==> config.mk <==
export PLATFORM = sky130hd
export DESIGN_NAME = iir_channel_scheduler_flat
export DESIGN_NICKNAME = d
export VERILOG_FILES = /design/src/rtl/iir_channel_scheduler_if.sv /design/src/rtl/iir_channel_scheduler.sv /design/src/flat_wrapper.sv
export SDC_FILE = /design/constraint.sdc
export NUM_CORES = 1
export LEC_CHECK = 0
export BUFFER_PORTS_ARGS = -buffer_cell sky130_fd_sc_hd__buf_2
export CORE_ASPECT_RATIO = 1.4
export CORE_MARGIN = 2
export CORE_UTILIZATION = 25
export DETAILED_ROUTE_END_ITERATION = 7
export PLACE_DENSITY = 0.39
export SLEW_MARGIN = 20
export SYNTH_ARGS = -nofsm -noshare
export SYNTH_HDL_FRONTEND = slang
export SYNTH_SLANG_ARGS = --single-unit
export TNS_END_PERCENT = 100
==> constraint.sdc <==
create_clock -name clk -period 11.2 [get_ports clk]
set_input_delay 0.56 -clock clk [delete_from_list [all_inputs] [get_ports clk]]
set_output_delay 0.56 -clock clk [all_outputs]
set_load 0.02 [all_outputs]
==> src/rtl/iir_channel_scheduler_if.sv <==
// Handshake bundle between the per-channel sample sources, the shared IIR
// scheduler and the downstream consumer of tagged results.
interface iir_channel_scheduler_if #(
  parameter int N   = 15,
  parameter int CH  = 4,
  parameter int CHW = 2
);
  logic [CH-1:0]   in_valid;
  logic [CH*N-1:0] in_data;
  logic [CH-1:0]   in_ready;
  logic [CH-1:0]   clr;
  logic            out_valid;
  logic [N-1:0]    out_data;
  logic [CHW-1:0]  out_ch;
  logic            out_ready;
  logic            busy;

  modport slave (
    input  in_valid, in_data, clr, out_ready,
    output in_ready, out_valid, out_data, out_ch, busy
  );

  modport master (
    output in_valid, in_data, clr, out_ready,
    input  in_ready, out_valid, out_data, out_ch, busy
  );
endinterface

==> src/rtl/iir_channel_scheduler.sv <==
// Round-robin time-multiplexed first-order IIR (y = x + s/2 + s/4) over CH channels.
// Define IIR_SATURATE_EN to clamp the result instead of wrapping it.
module iir_channel_scheduler #(
  parameter int N   = 15,
  parameter int CH  = 4,
  parameter int CHW = 2
) (
  input  logic                    clk,
  input  logic                    reset,
  iir_channel_scheduler_if.slave  bus
);

  typedef enum logic [1:0] {IDLE = 2'd0, CALC = 2'd1, OUT = 2'd2} state_t;

  localparam logic signed [N+1:0] SAT_MAX = {3'b000, {(N-1){1'b1}}};
  localparam logic signed [N+1:0] SAT_MIN = {3'b111, {(N-1){1'b0}}};

  state_t                state_q, state_d;
  logic [CHW-1:0]        rr_ptr_q;
  logic signed [N-1:0]   x_q;
  logic [CHW-1:0]        ch_q;
  logic signed [N-1:0]   st_q [CH];
  logic                  out_valid_q;
  logic [N-1:0]          out_data_q;
  logic [CHW-1:0]        out_ch_q;

  logic [N-1:0]          in_slice [CH];
  logic                  grant_found;
  logic [CHW-1:0]        grant_idx;
  logic [CHW:0]          scan_idx;
  logic                  accept;
  logic signed [N-1:0]   s_cur;
  logic signed [N+1:0]   s_ext, x_ext, sum;
  logic signed [N-1:0]   y;

  for (genvar gi = 0; gi < CH; gi++) begin : g_slice
    assign in_slice[gi] = bus.in_data[gi*N +: N];
  end

  // Scan from the highest offset down so the closest requester to rr_ptr wins.
  always_comb begin
    grant_found = 1'b0;
    grant_idx   = '0;
    scan_idx    = '0;
    for (int k = CH - 1; k >= 0; k--) begin
      scan_idx = {1'b0, rr_ptr_q} + (CHW+1)'(k);
      if (scan_idx >= (CHW+1)'(CH)) scan_idx = scan_idx - (CHW+1)'(CH);
      if (bus.in_valid[scan_idx[CHW-1:0]]) begin
        grant_found = 1'b1;
        grant_idx   = scan_idx[CHW-1:0];
      end
    end
  end

  assign accept = (state_q == IDLE) && grant_found && !reset;

  always_comb begin
    bus.in_ready = '0;
    if (accept) bus.in_ready[grant_idx] = 1'b1;
  end

  assign s_cur = st_q[ch_q];
  assign s_ext = {{2{s_cur[N-1]}}, s_cur};
  assign x_ext = {{2{x_q[N-1]}}, x_q};
  assign sum   = x_ext + (s_ext >>> 1) + (s_ext >>> 2);

`ifdef IIR_SATURATE_EN
  always_comb begin
    if (sum > SAT_MAX)      y = SAT_MAX[N-1:0];
    else if (sum < SAT_MIN) y = SAT_MIN[N-1:0];
    else                    y = sum[N-1:0];
  end
`else
  assign y = sum[N-1:0];
`endif

  always_comb begin
    state_d = state_q;
    case (state_q)
      IDLE:    if (accept) state_d = CALC;
      CALC:    state_d = OUT;
      OUT:     if (bus.out_ready) state_d = IDLE;
      default: state_d = IDLE;
    endcase
  end

  always_ff @(posedge clk) begin
    if (reset) begin
      state_q     <= IDLE;
      rr_ptr_q    <= '0;
      x_q         <= '0;
      ch_q        <= '0;
      out_valid_q <= 1'b0;
      out_data_q  <= '0;
      out_ch_q    <= '0;
    end else begin
      state_q <= state_d;
      if (accept) begin
        x_q      <= in_slice[grant_idx];
        ch_q     <= grant_idx;
        rr_ptr_q <= (grant_idx == CHW'(CH - 1)) ? '0 : grant_idx + 1'b1;
      end
      if (state_q == CALC) begin
        out_valid_q <= 1'b1;
        out_data_q  <= y;
        out_ch_q    <= ch_q;
      end else if (state_q == OUT && bus.out_ready) begin
        out_valid_q <= 1'b0;
      end
    end
  end

  // A clear landing on the same edge as the CALC write-back takes priority.
  always_ff @(posedge clk) begin
    for (int i = 0; i < CH; i++) begin
      if (reset || bus.clr[i])                         st_q[i] <= '0;
      else if (state_q == CALC && ch_q == CHW'(i))     st_q[i] <= y;
    end
  end

  assign bus.out_valid = out_valid_q;
  assign bus.out_data  = out_data_q;
  assign bus.out_ch    = out_ch_q;
  assign bus.busy      = (state_q != IDLE);

endmodule
==> src/flat_wrapper.sv <==
// flat-port wrapper written by rule: the top's interface ports become plain ports
module iir_channel_scheduler_flat 
#(
  parameter int N   = 15,
  parameter int CH  = 4,
  parameter int CHW = 2
)
  (clk, reset, bus_in_valid, bus_in_data, bus_clr, bus_out_ready, bus_in_ready, bus_out_valid, bus_out_data, bus_out_ch, bus_busy);
  iir_channel_scheduler_if #(.N(N), .CH(CH), .CHW(CHW)) bus_i ();
  input  logic clk;
  input  logic reset;
  input wire logic [$bits(bus_i.in_valid)-1:0] bus_in_valid;
  input wire logic [$bits(bus_i.in_data)-1:0] bus_in_data;
  input wire logic [$bits(bus_i.clr)-1:0] bus_clr;
  input wire logic [$bits(bus_i.out_ready)-1:0] bus_out_ready;
  output wire logic [$bits(bus_i.in_ready)-1:0] bus_in_ready;
  output wire logic [$bits(bus_i.out_valid)-1:0] bus_out_valid;
  output wire logic [$bits(bus_i.out_data)-1:0] bus_out_data;
  output wire logic [$bits(bus_i.out_ch)-1:0] bus_out_ch;
  output wire logic [$bits(bus_i.busy)-1:0] bus_busy;
  assign bus_i.in_valid = bus_in_valid;
  assign bus_i.in_data = bus_in_data;
  assign bus_i.clr = bus_clr;
  assign bus_i.out_ready = bus_out_ready;
  assign bus_in_ready = bus_i.in_ready;
  assign bus_out_valid = bus_i.out_valid;
  assign bus_out_data = bus_i.out_data;
  assign bus_out_ch = bus_i.out_ch;
  assign bus_busy = bus_i.busy;
  iir_channel_scheduler #(.N(N), .CH(CH), .CHW(CHW)) u_core (.clk(clk), .reset(reset), .bus(bus_i));
endmodule
After elaboration in Yosys (flattened, before gate mapping)
Memories as Yosys holds them, arrays and structs flattened. A register that Yosys moved wholly into a read port is not among the register bits.
Index checks and enable logic that the tools add are counted.
{ "word_totals": {"in_bits": 71, "ram_bits": 60, "reg_bits": 39, "elab_cells": 118, "output_inout_bits": 23, "mem_bits_ro": 0, "memories": 1, "latchBits": 0} }
{ "classes": {"muxes": 58, "add_sub_neg": 10, "n_bitwise": 5, "eq_ne": 8, "n_shift": 0, "n_reduce_logical": 18, "order_cmp": 11, "mul": 0, "div_mod_pow": 0} }
{ "memory_table": {"columns": ["name", "depth", "word_bits", "rd", "rd_ports_with_merged_regs", "wr", "line", "rtl"], "rows": [
  ["u_core.st_q", 4, 15, 1, 1, 4, "iir_channel_scheduler.sv:22", "logic signed [N-1:0] st_q [CH];"]
]} }
{ "ops": {"columns": ["operator", "n"], "rows": [
  ["$mux 15", 6],
  ["$mux 1", 31],
  ["$bmux 15 s2", 1],
  ["$mux 2", 13],
  ["$add 15x13->15", 1],
  ["$add 15x14->15", 1],
  ["$lt 2x3->1 const B", 5],
  ["$ge 3x3->1 const B", 4],
  ["$bmux 1 s2", 4],
  ["$eq 2x2->1 const B", 4],
  ["$logic_and 1x1->1", 8],
  ["$sub 2x1->2 const B", 4],
  ["$add 2x2->3 const B", 2],
  ["$pmux 2 s3", 1],
  ["$eq 2x1->1 const B", 2],
  ["$logic_not 2->1", 2],
  ["$logic_or 1x1->1", 4],
  ["$mux 4", 1],
  ["$or 1x1->1", 4],
  ["$reduce_bool 2->1", 2],
  ["$add 2x1->3 const B", 1],
  ["$ge 2x3->1 const B", 1],
  ["$not 2->3", 1],
  ["$add 2x1->2 const B", 1],
  ["other kinds (6)", 6]
]} }

Longest topological paths before layout
Gate-level depths: netlist of the first run.
{ "depth": {"ltp_word": 14, "mapped_depth": 13, "mapped_depth_nobuf": 12} }

Least setup slack after synthesis of the first run
Ideal clock, no wire load.
{ "synth_path": {"path_kind": "register -> register", "startpoint": "register (tool-made name)", "endpoint": "memory u_core.st_q[0][13] (data pin)", "arrival_ns": 3.631, "slack_ns": 7.304, "stages_incl_launch_ff": 13, "required_time_ns": 10.935, "cell_sequence": "dfxtp_1 > buf_2 > buf_2 > mux4_2 > fa_1 > ha_1 > fa_1 > a21o_1 > a221oi_4 > nor4_1 > nor4_2 > xor2_1 > nor2_1"} }
{ "synth_lines": {"columns": ["item", "line"], "rows": [
  ["to (decl)", "iir_channel_scheduler.sv:22"]
]} }

==> impl_metrics.csv, run 1 <==
group,metric,value,unit
logic_synthesis,syn_area,5253,sq um
setup_path,worstSetupStartpointType,"register",
setup_path,worstPathMaxFanout,14,
floorplan,core,20560,sq um
floorplan,die-area,22200,sq um
logic_synthesis,synthTopCellsByCount,"nor2_1 (81), edfxtp_1 (56), dfxtp_1 (41), mux2i_1 (31), nand2_1 (30)",
timing,min_period,4.506,ns
logic_synthesis,synthCells,474,
logic_synthesis,synthDistinctLibCells,47,
timing,skew,0.01214,ns
pwr,power_switching,442.3,uW
pwr,powerDensity,196.4,nW/um^2
logic_synthesis,yosysSeqAreaShare,47.64,%
clock_tree,cts_setup_buffers,0,
placed_design,place_inst,803,
routing,viasPerCell,4.706,
clock_tree,clkTransAtPathRegs,0.07,ns
routing,drtAntennaViolNets,0,
logic_synthesis,syn_nets,576,
hold_path,hold_class,"register to register",
clock_tree,cts_buffer_depth,2,
routing,wl,13.61,mm
pwr,pwr-share-clk,28.7,%
pwr,power.leakage,2.726,nW
routing,firstDrtPassIters,4,
floorplan,dieWidth,126.5,microns
logic_synthesis,async_flop_share,0,%
timing,relSlewSlack,31.94,%
grt,grt_pass1_wl,21.05,mm
logic_synthesis,netlist_top_cells_area,"edfxtp_1 (32%), dfxtp_1 (16%), mux4_2 (6.0%)",
placed_design,place.gp.congestion,0.7789,
layout,layout.nets,660,
grt,grt_pass1_vias,3933,
clock_tree,cts_made_buffers,9,
routing,vias,3854,
floorplan,rows,62,
logic_synthesis,synth_ff_type,"edfxtp_1",
logic_synthesis,syn_avg_cell_area,11.08,sq um
layout,area_growth_syn_to_layout,20.39,%
clock_tree,cts_sinks,97,
clock_tree,holdBufCountCts,0,
floorplan,start_util,25.55,%
setup_path,crit_arrival,4.58,ns
pwr,peakVddDrop,0.00008272,V
layout,postLayoutCoreUtil,30.76,%
floorplan,die_h,175.5,microns
routing,wl_per_cell,16.62,microns
pwr,power_switching_share,35.62,%
floorplan,ios,94,
clock_tree,cts_tree,"done",
clock_tree,h-tree-depth,3,
run,drv_cap,0,
timing,setup_tns,0,ns
outcome,status,"completed",
clock_tree,ctsRootBufferMaster,"clkbuf_16",
placed_design,place_area,5981,sq um
logic_synthesis,yosysMostFrequentCell,"nor2_1",
grt,globalRouteTotalUtil,12.33,%
pwr,intPower,799.5,uW
layout,fin_cells,819,
timing,tightest_slew,1.019,ns
timing,hold_viol,0,
setup_path,worstSetupPathType,"register to register",
layout,stdcell_area,6324,sq um
setup_path,cp_slowest_stage_delay,0.99,ns
placed_design,hpwl,10.29,mm
pwr,pwr-share-comb,35.1,%
logic_synthesis,yosysWarnings,0,
routing,drtIter0Drc,131,
logic_synthesis,yosys.area.top_type_share,32.02,%
timing,fmax,221.9,MHz
setup_path,required,11.27,ns
placed_design,port_buffers,93,
timing,slew_violations,0,
clock_tree,cts_resized,0,
logic_synthesis,ys_ff_latch,97,
routing,post-route-drc-count,0,
setup_path,endpoint_kind,"register",
timing,whs,0.4521,ns
timing,setup_viol,0,
layout,layout-drive-gt1-share,24.16,%
setup_path,cp_slowest_cell,"dfxtp_1",
timing,rsz0062_at_grt,"false",
logic_synthesis,synth_top_cell_by_area,"edfxtp_1",
pwr,p_seq_share,36.2,%
logic_synthesis,synth_edf_count,56,
grt,grt_antenna_before_repair,0,
setup_path,cp_cell_sequence,"mux4_2 > fa_1 > ha_1 > fa_1 > a21o_1 > a221oi_4 > nor4_1 > nor4_2 > xor2_1 > nor2_1",
setup_path,cpMostUsedCell,"fa_1",
clock_tree,clkLatencyLatePin,0.34,ns
grt,grt_max_degree,36,
timing,final.period_utilization,40.23,%
layout,antenna_cells,0,
grt,grt_overflow,0,
cells in the final DEF, fill, tap and decap left out, types with 7 or more instances in the layout:
cell and n:
inv_1 12, a21o_1 23, nor2b_1 7, buf_2 93, a21oi_1 22, o21ai_0 11
edfxtp_1 56, mux2i_1 31, mux4_2 14, nand2_1 30, nor3_1 7, nor2_1 81
ha_1 17, clkbuf_16 9, dfxtp_1 41, fa_1 14, o22ai_1 17
worst paths after layout:
| path | from | endpoint | slack (ns) | cells past startpoint |
|---|---|---|---|---|
| setup / recovery | register | u_core.st_q[0][13] | 6.69 | 10 |
| hold reg to reg | u_core.bus.out_data[1] | u_core.bus.out_data[1] | 0.45 | 2 |
| hold / removal | u_core.bus.out_data[1] | u_core.bus.out_data[1] | 0.45 | 2 |
| setup reg to reg | register | u_core.st_q[0][13] | 6.69 | 10 |
worst max-delay path: cells and delay by family, from the launching register on:
family	cells	cell delay (ns)
mux	1	0.66
compound gates	2	0.59
flops	1	0.99
fa+ha+maj	3	1.14
simple gates	3	0.50
xor+xnor	1	0.35
final cells by class:
class / instances / area (sq um)
Clock inverter: 7 / 115.1
Clock buffer: 9 / 225.2
Multi-Input combinational cell: 342 / 2628
Fill cell: 2110 / 14230
Timing Repair Buffer: 96 / 488.0
Tap cell: 256 / 320.3
Inverter: 12 / 45.04
Sequential cell: 97 / 2502
power groups by stage:
stage	logic, mW	registers [mW]	clock network (mW)
2_1_floorplan	0.307	0.457	0
3_3_place_gp	0.438	0.458	0
3_5_place_dp	0.437	0.459	0
4_1_cts	0.442	0.451	0.371
5_1_grt	0.484	0.456	0.378
6_report	0.436	0.450	0.356
registers in the layout (all words and copies together) (netlist names), named ones only:
name,count
u_core.state_q,2
u_core.x_q,15
u_core.bus.out_valid,1
u_core.bus.out_ch,2
u_core.st_q,56
u_core.rr_ptr_q,2
u_core.bus.out_data,15
u_core.ch_q,2
through the flow:
step                      power, mW  setup slack, ns
after floorplan              0.7634            7.304
after global placement       0.8956            6.712
after detailed placement     0.8966            6.642
after CTS                     1.264            6.612
after global routing          1.318            6.357
final                         1.242            6.694
cells by family after synthesis:
group,count (synthesis),synth area share [%]
AO/OA/AOI/OAI,94,12.05
XOR/XNOR,11,1.834
adder cells (fa/ha/maj),31,9.385
buffers and inverters,35,2.787
flip-flops,97,47.64
multiplexers,45,11.91
AND/OR/NAND/NOR,161,14.39
routing by layer:
metal / GRT usage (%) / up-vias / wire length (microns)
met2: 22.30 / 82 / 7035
met3: 2.041 / 14 / 476
met1: 14.62 / 1865 / 5850
met4: 4.350 / 0 / 248
met5: 0 / - / 0
li1: - / 1893 / -
(Power assumes the default switching activity.)
==> run 2, diff against run 1 <==
- clock period: 11.2 -> 4.2 ns (I/O delays scaled with it)
==> impl_metrics.csv, run 2 (synthesized netlist as in run 1, its figures left out) <==
group,metric,value,unit
outcome,status,"completed",
floorplan,core,20560,sq um
clock_tree,clkLatencyLatePin,0.35,ns
setup_path,worstPathMaxFanout,12,
grt,grt_overflow,0,
placed_design,port_buffers,93,
timing,tightest_slew,0.9522,ns
timing,setup_viol,0,
routing,post-route-drc-count,0,
setup_path,worstSetupPathType,"register to register",
run,drv_cap,0,
clock_tree,cts_sinks,97,
routing,vias,3832,
setup_path,crit_arrival,4.05,ns
grt,grt_antenna_before_repair,0,
layout,mostFrequentLayoutCells,"buf_2 (93), nor2_1 (81), edfxtp_1 (56)",
layout,layout_commonest_cell,"buf_2",
grt,globalRouteTotalUtil,12.23,%
timing,timing.final.ws_setup,0.2283,ns
floorplan,start_util,25.55,%
setup_path,required,4.28,ns
placed_design,place_ws,0.2834,ns
layout,area_growth_syn_to_layout,20.96,%
routing,wl_per_cell,16.40,microns
routing,viasPerCell,4.656,
routing,drtAntennaViolNets,0,
clock_tree,cts_made_buffers,9,
timing,fmax,251.8,MHz
timing,relSlewSlack,36.51,%
setup_path,path_delay_family,"adder cells",
floorplan,die-area,22200,sq um
routing,wl,13.50,mm
setup_path,cp_slowest_cell,"mux4_2",
placed_design,hpwl,10.17,mm
setup_path,cp_slowest_stage_delay,0.56,ns
timing,slew_violations,0,
placed_design,place.gp.congestion,0.7742,
pwr,peakVddDrop,0.0001981,V
clock_tree,cts_setup_buffers,0,
clock_tree,ctsRootBufferMaster,"clkbuf_16",
layout,layout.nets,664,
setup_path,worstSetupStartpointType,"register",
timing,hold_viol,0,
setup_path,cp_cell_sequence,"buf_12 > mux4_2 > fa_1 > fa_1 > a21o_1 > a221oi_4 > nor4_1 > nor4_2 > xor2_1 > nor2_1",
timing,skew,0.01176,ns
floorplan,ios,94,
layout,largest_register,"u_core.st_q",
routing,firstDrtPassIters,6,
clock_tree,cts_tree,"done",
setup_path,cpMostUsedCell,"fa_1",
floorplan,dieWidth,126.5,microns
clock_tree,clkTransAtPathRegs,0.07,ns
grt,grt_max_degree,36,
setup_path,endpoint_kind,"register",
timing,rsz0062_at_grt,"false",
timing,min_period,3.972,ns
grt,grt_pass1_wl,21.00,mm
setup_path,critPathBufInv,1,
clock_tree,holdBufCountCts,0,
pwr,power.leakage,2.739,nW
timing,setup_tns,0,ns
layout,layout-drive-gt1-share,25.04,%
floorplan,die_h,175.5,microns
pwr,powerDensity,522.0,nW/um^2
pwr,totalPowerFinal,3.317,mW
timing,final.period_utilization,94.56,%
layout,largest_register_ff_count,56,
clock_tree,cts_resized,0,
hold_path,hold_class,"input pin to register",
clock_tree,h-tree-depth,3,
grt,grt_pass1_vias,3906,
layout,antenna_cells,0,
floorplan,rows,62,
clock_tree,cts_buffer_depth,2,
routing,drtIter0Drc,196,
[run 2: final cells by class]
type                       instances  area [sq um]
clock inverter                     7         102.6
sequential                        97          2502
multi-input combinational        342          2628
fill                            2082         14200
tap                              256         320.3
inverter                          12         45.04
timing repair buffer             100         530.5
clock buffer                       9         225.2
[run 2: stage by stage]
| stage | cell area, sq um | utilization [%] | cells | hold WS, ns |
|---|---|---|---|---|
| after floorplan | 5253 | - | 474 | 0.2909 |
| after global placement | 6023 | 29.30 | 807 | 0.4421 |
| after detailed placement | 6026 | 29.31 | 807 | 0.4443 |
| after CTS | 6354 | 30.91 | 823 | 0.1253 |
| after global routing | 6354 | 30.91 | 823 | 0.1485 |
| final | 6354 | 30.91 | 823 | 0.1371 |
[run 2: layer usage]
layer	wire, microns	track usage (%)	vias up
met5	0	0	-
met2	6795	21.39	107
li1	-	-	1893
met3	634	2.071	20
met4	318	4.853	0
met1	5752	14.87	1812
[run 2: worst paths after layout]
path,startpoint,to,slack [ns],cells past startpoint
setup / recovery,register,u_core.st_q[1][13],0.23,10
hold reg to reg,u_core.bus.out_data[1],u_core.bus.out_data[1],0.46,2
setup reg to reg,register,u_core.st_q[1][13],0.23,10
hold / removal,bus_out_ready,u_core.state_q[1],0.14,3
[run 2: worst register-to-register path, stage by stage, from the launching register on]
cell and delay [ns]:
dfxtp_1 0.45, buf_12 0.20, mux4_2 0.56, fa_1 0.53, fa_1 0.48, a21o_1 0.23, a221oi_4 0.36, nor4_1 0.16
nor4_2 0.28, xor2_1 0.36, nor2_1 0.09
[run 2: where the power goes]
part           switching [mW]  internal [mW]  total [mW]
logic                   0.752          0.462        1.21
clock network           0.389          0.530       0.919
registers              0.0720           1.11        1.18
==> run 3, diff against run 2 <==
- CELL_PAD_IN_SITES_DETAIL_PLACEMENT: not set -> 1
- CELL_PAD_IN_SITES_GLOBAL_PLACEMENT: not set -> 2
- CORE_MARGIN: 2 -> 8
- PLACE_DENSITY: 0.39 -> 0.56
==> impl_metrics.csv, run 3 (synthesized netlist as in run 1, its figures left out) <==
group,metric,value,unit
outcome,status,"completed",
timing,fmax,258.1,MHz
layout,fillers,2294,
grt,grt_pass1_wl,24.95,mm
routing,drtIter0Drc,158,
floorplan,dieWidth,138.5,microns
placed_design,place.gp.congestion,0.7234,
routing,drtAntennaViolNets,0,
layout,stdcell_area,6382,sq um
floorplan,rows,62,
placed_design,hpwl,11.61,mm
setup_path,worst-r2r-setup-slack,0.32,ns
clock_tree,clkTransAtPathRegs,0.08,ns
pwr,power.leakage,2.755,nW
pwr,power_switching,1.203,mW
clock_tree,cts_buffer_depth,2,
grt,grt_max_degree,36,
floorplan,die_h,187.5,microns
pwr,powerDensity,526.6,nW/um^2
setup_path,required,4.27,ns
clock_tree,cts_made_buffers,9,
grt,grt_overflow,0,
setup_path,cp_cell_sequence,"buf_12 > mux4_2 > fa_1 > fa_1 > a21o_1 > a221oi_4 > nor4_1 > nor4_2 > xor2_2 > nor2_1",
clock_tree,cts_setup_buffers,0,
timing,rsz0062_at_grt,"false",
layout,area_growth_syn_to_layout,21.51,%
clock_tree,cts_resized,0,
placed_design,place_area,6031,sq um
layout,mostFrequentLayoutCells,"buf_2 (93), nor2_1 (81), edfxtp_1 (56)",
timing,relSlewSlack,34.08,%
setup_path,crit_path_end,"u_core.st_q[0][13]",
setup_path,worstPathMaxFanout,11,
pwr,pwr-share-clk,28.6,%
floorplan,die-area,25970,sq um
timing,slew_violations,0,
timing,hold_viol,0,
setup_path,endpoint_kind,"register",
clock_tree,cts_sinks,97,
hold_path,hold_class,"input pin to register",
routing,firstDrtPassIters,4,
clock_tree,holdBufCountCts,0,
pwr,pwr-share-comb,36.1,%
layout,layout-drive-gt1-share,25.00,%
setup_path,worstSetupPathType,"register to register",
layout,antenna_cells,0,
routing,post-route-drc-count,0,
layout,largest_register,"u_core.st_q",
timing,final.period_utilization,92.27,%
timing,min_period,3.875,ns
timing,tightest_slew,0.9867,ns
clock_tree,clkLatencyLatePin,0.34,ns
pwr,peakVddDrop,0.0001986,V
routing,viasPerCell,4.706,
clock_tree,ctsRootBufferMaster,"clkbuf_16",
timing,setup_tns,0,ns
pwr,power_switching_share,35.78,%
setup_path,crit_arrival,3.95,ns
run,drv_cap,0,
routing,wl,15.14,mm
timing,skew,0.01347,ns
pwr,p_seq_share,35.3,%
placed_design,port_buffers,93,
setup_path,cp_slowest_cell,"mux4_2",
grt,globalRouteTotalUtil,11.99,%
routing,wl_per_cell,18.38,microns
layout,layout_commonest_cell,"buf_2",
grt,grt_pass1_vias,4364,
layout,largest_register_ff_count,56,
setup_path,rr_worst_depth,10,
floorplan,core,20560,sq um
clock_tree,h-tree-depth,3,
layout,layout.nets,665,
setup_path,reg2reg_to,"u_core.st_q[0][13]",
setup_path,worstSetupStartpointType,"register",
timing,setup_viol,0,
floorplan,ios,94,
pwr,intPower,2.158,mW
routing,vias,3878,
setup_path,cp_slowest_stage_delay,0.56,ns
clock_tree,cts_tree,"done",
setup_path,cpMostUsedCell,"fa_1",
floorplan,start_util,25.55,%
hold_path,whs_path_depth,3,
grt,grt_antenna_before_repair,0,
## run 3: cell types whose count changed in the layout (fill, tap and decap cells not counted), sizes merged
cell	change
bufinv	+1
buf	+1
clkinv	-1
clkbuf	+2
clkinvlp	-2
## run 3: area by class of cell
class | count | area (sq um) | share of cell area, %
tap | 256 | 320.3 | 5.019
clock inverter | 5 | 110.1 | 1.725
inverter | 12 | 45.04 | 0.7057
multi-input combinational | 342 | 2633 | 41.25
sequential | 97 | 2504 | 39.23
clock buffer | 11 | 232.7 | 3.646
timing repair buffer | 101 | 538.0 | 8.430
## run 3: power by group through the flow
stage	combinational, mW	sequential (mW)	clock [mW]
global placement	1.22	1.21	0
floorplan	0.818	1.22	0
detailed placement	1.23	1.21	0
global route	1.36	1.20	1.02
CTS	1.24	1.19	0.992
finish	1.21	1.19	0.960
## run 3: worst min-delay path by stage
stage | start | to | slack [ns]
after global placement | u_core.bus.out_data[12] | u_core.bus.out_data[12] | 0.44
final | bus_out_ready | u_core.state_q[1] | 0.15
after floorplan | reset | u_core.state_q[0] | 0.29
after CTS | bus_out_ready | u_core.state_q[1] | 0.14
after global routing | bus_out_ready | u_core.state_q[1] | 0.17
after detailed placement | u_core.x_q[0] | u_core.x_q[0] | 0.45
## run 3: worst max-delay path: cells and delay by family, from the launching register on
family	cells	cell delay, ns
AO/OA/AOI/OAI	2	0.60
XOR/XNOR	1	0.25
adder cells (fa/ha/maj)	2	1.02
buffers and inverters	1	0.18
flip-flops	1	0.41
multiplexers	1	0.56
AND/OR/NAND/NOR	3	0.59
## run 3: layer usage
metal	track usage [%]	part of all wire [%]
met3	2.351	5.1
met4	3.774	1.2
met1	14.16	43
met5	0	0
met2	21.29	50
## run 3: through the flow
stage	worst slack [ns]	util [%]	hold slack (ns)	cells	total power, mW
after global routing	0.1111	31.05	0.1686	824	3.591
final	0.3248	31.05	0.1492	824	3.361
after global placement	0.2817	29.34	0.4364	808	2.421
after floorplan	0.3035	-	0.2909	474	2.036
after CTS	0.1508	31.00	0.1370	824	3.418
after detailed placement	0.1751	29.34	0.4459	808	2.438
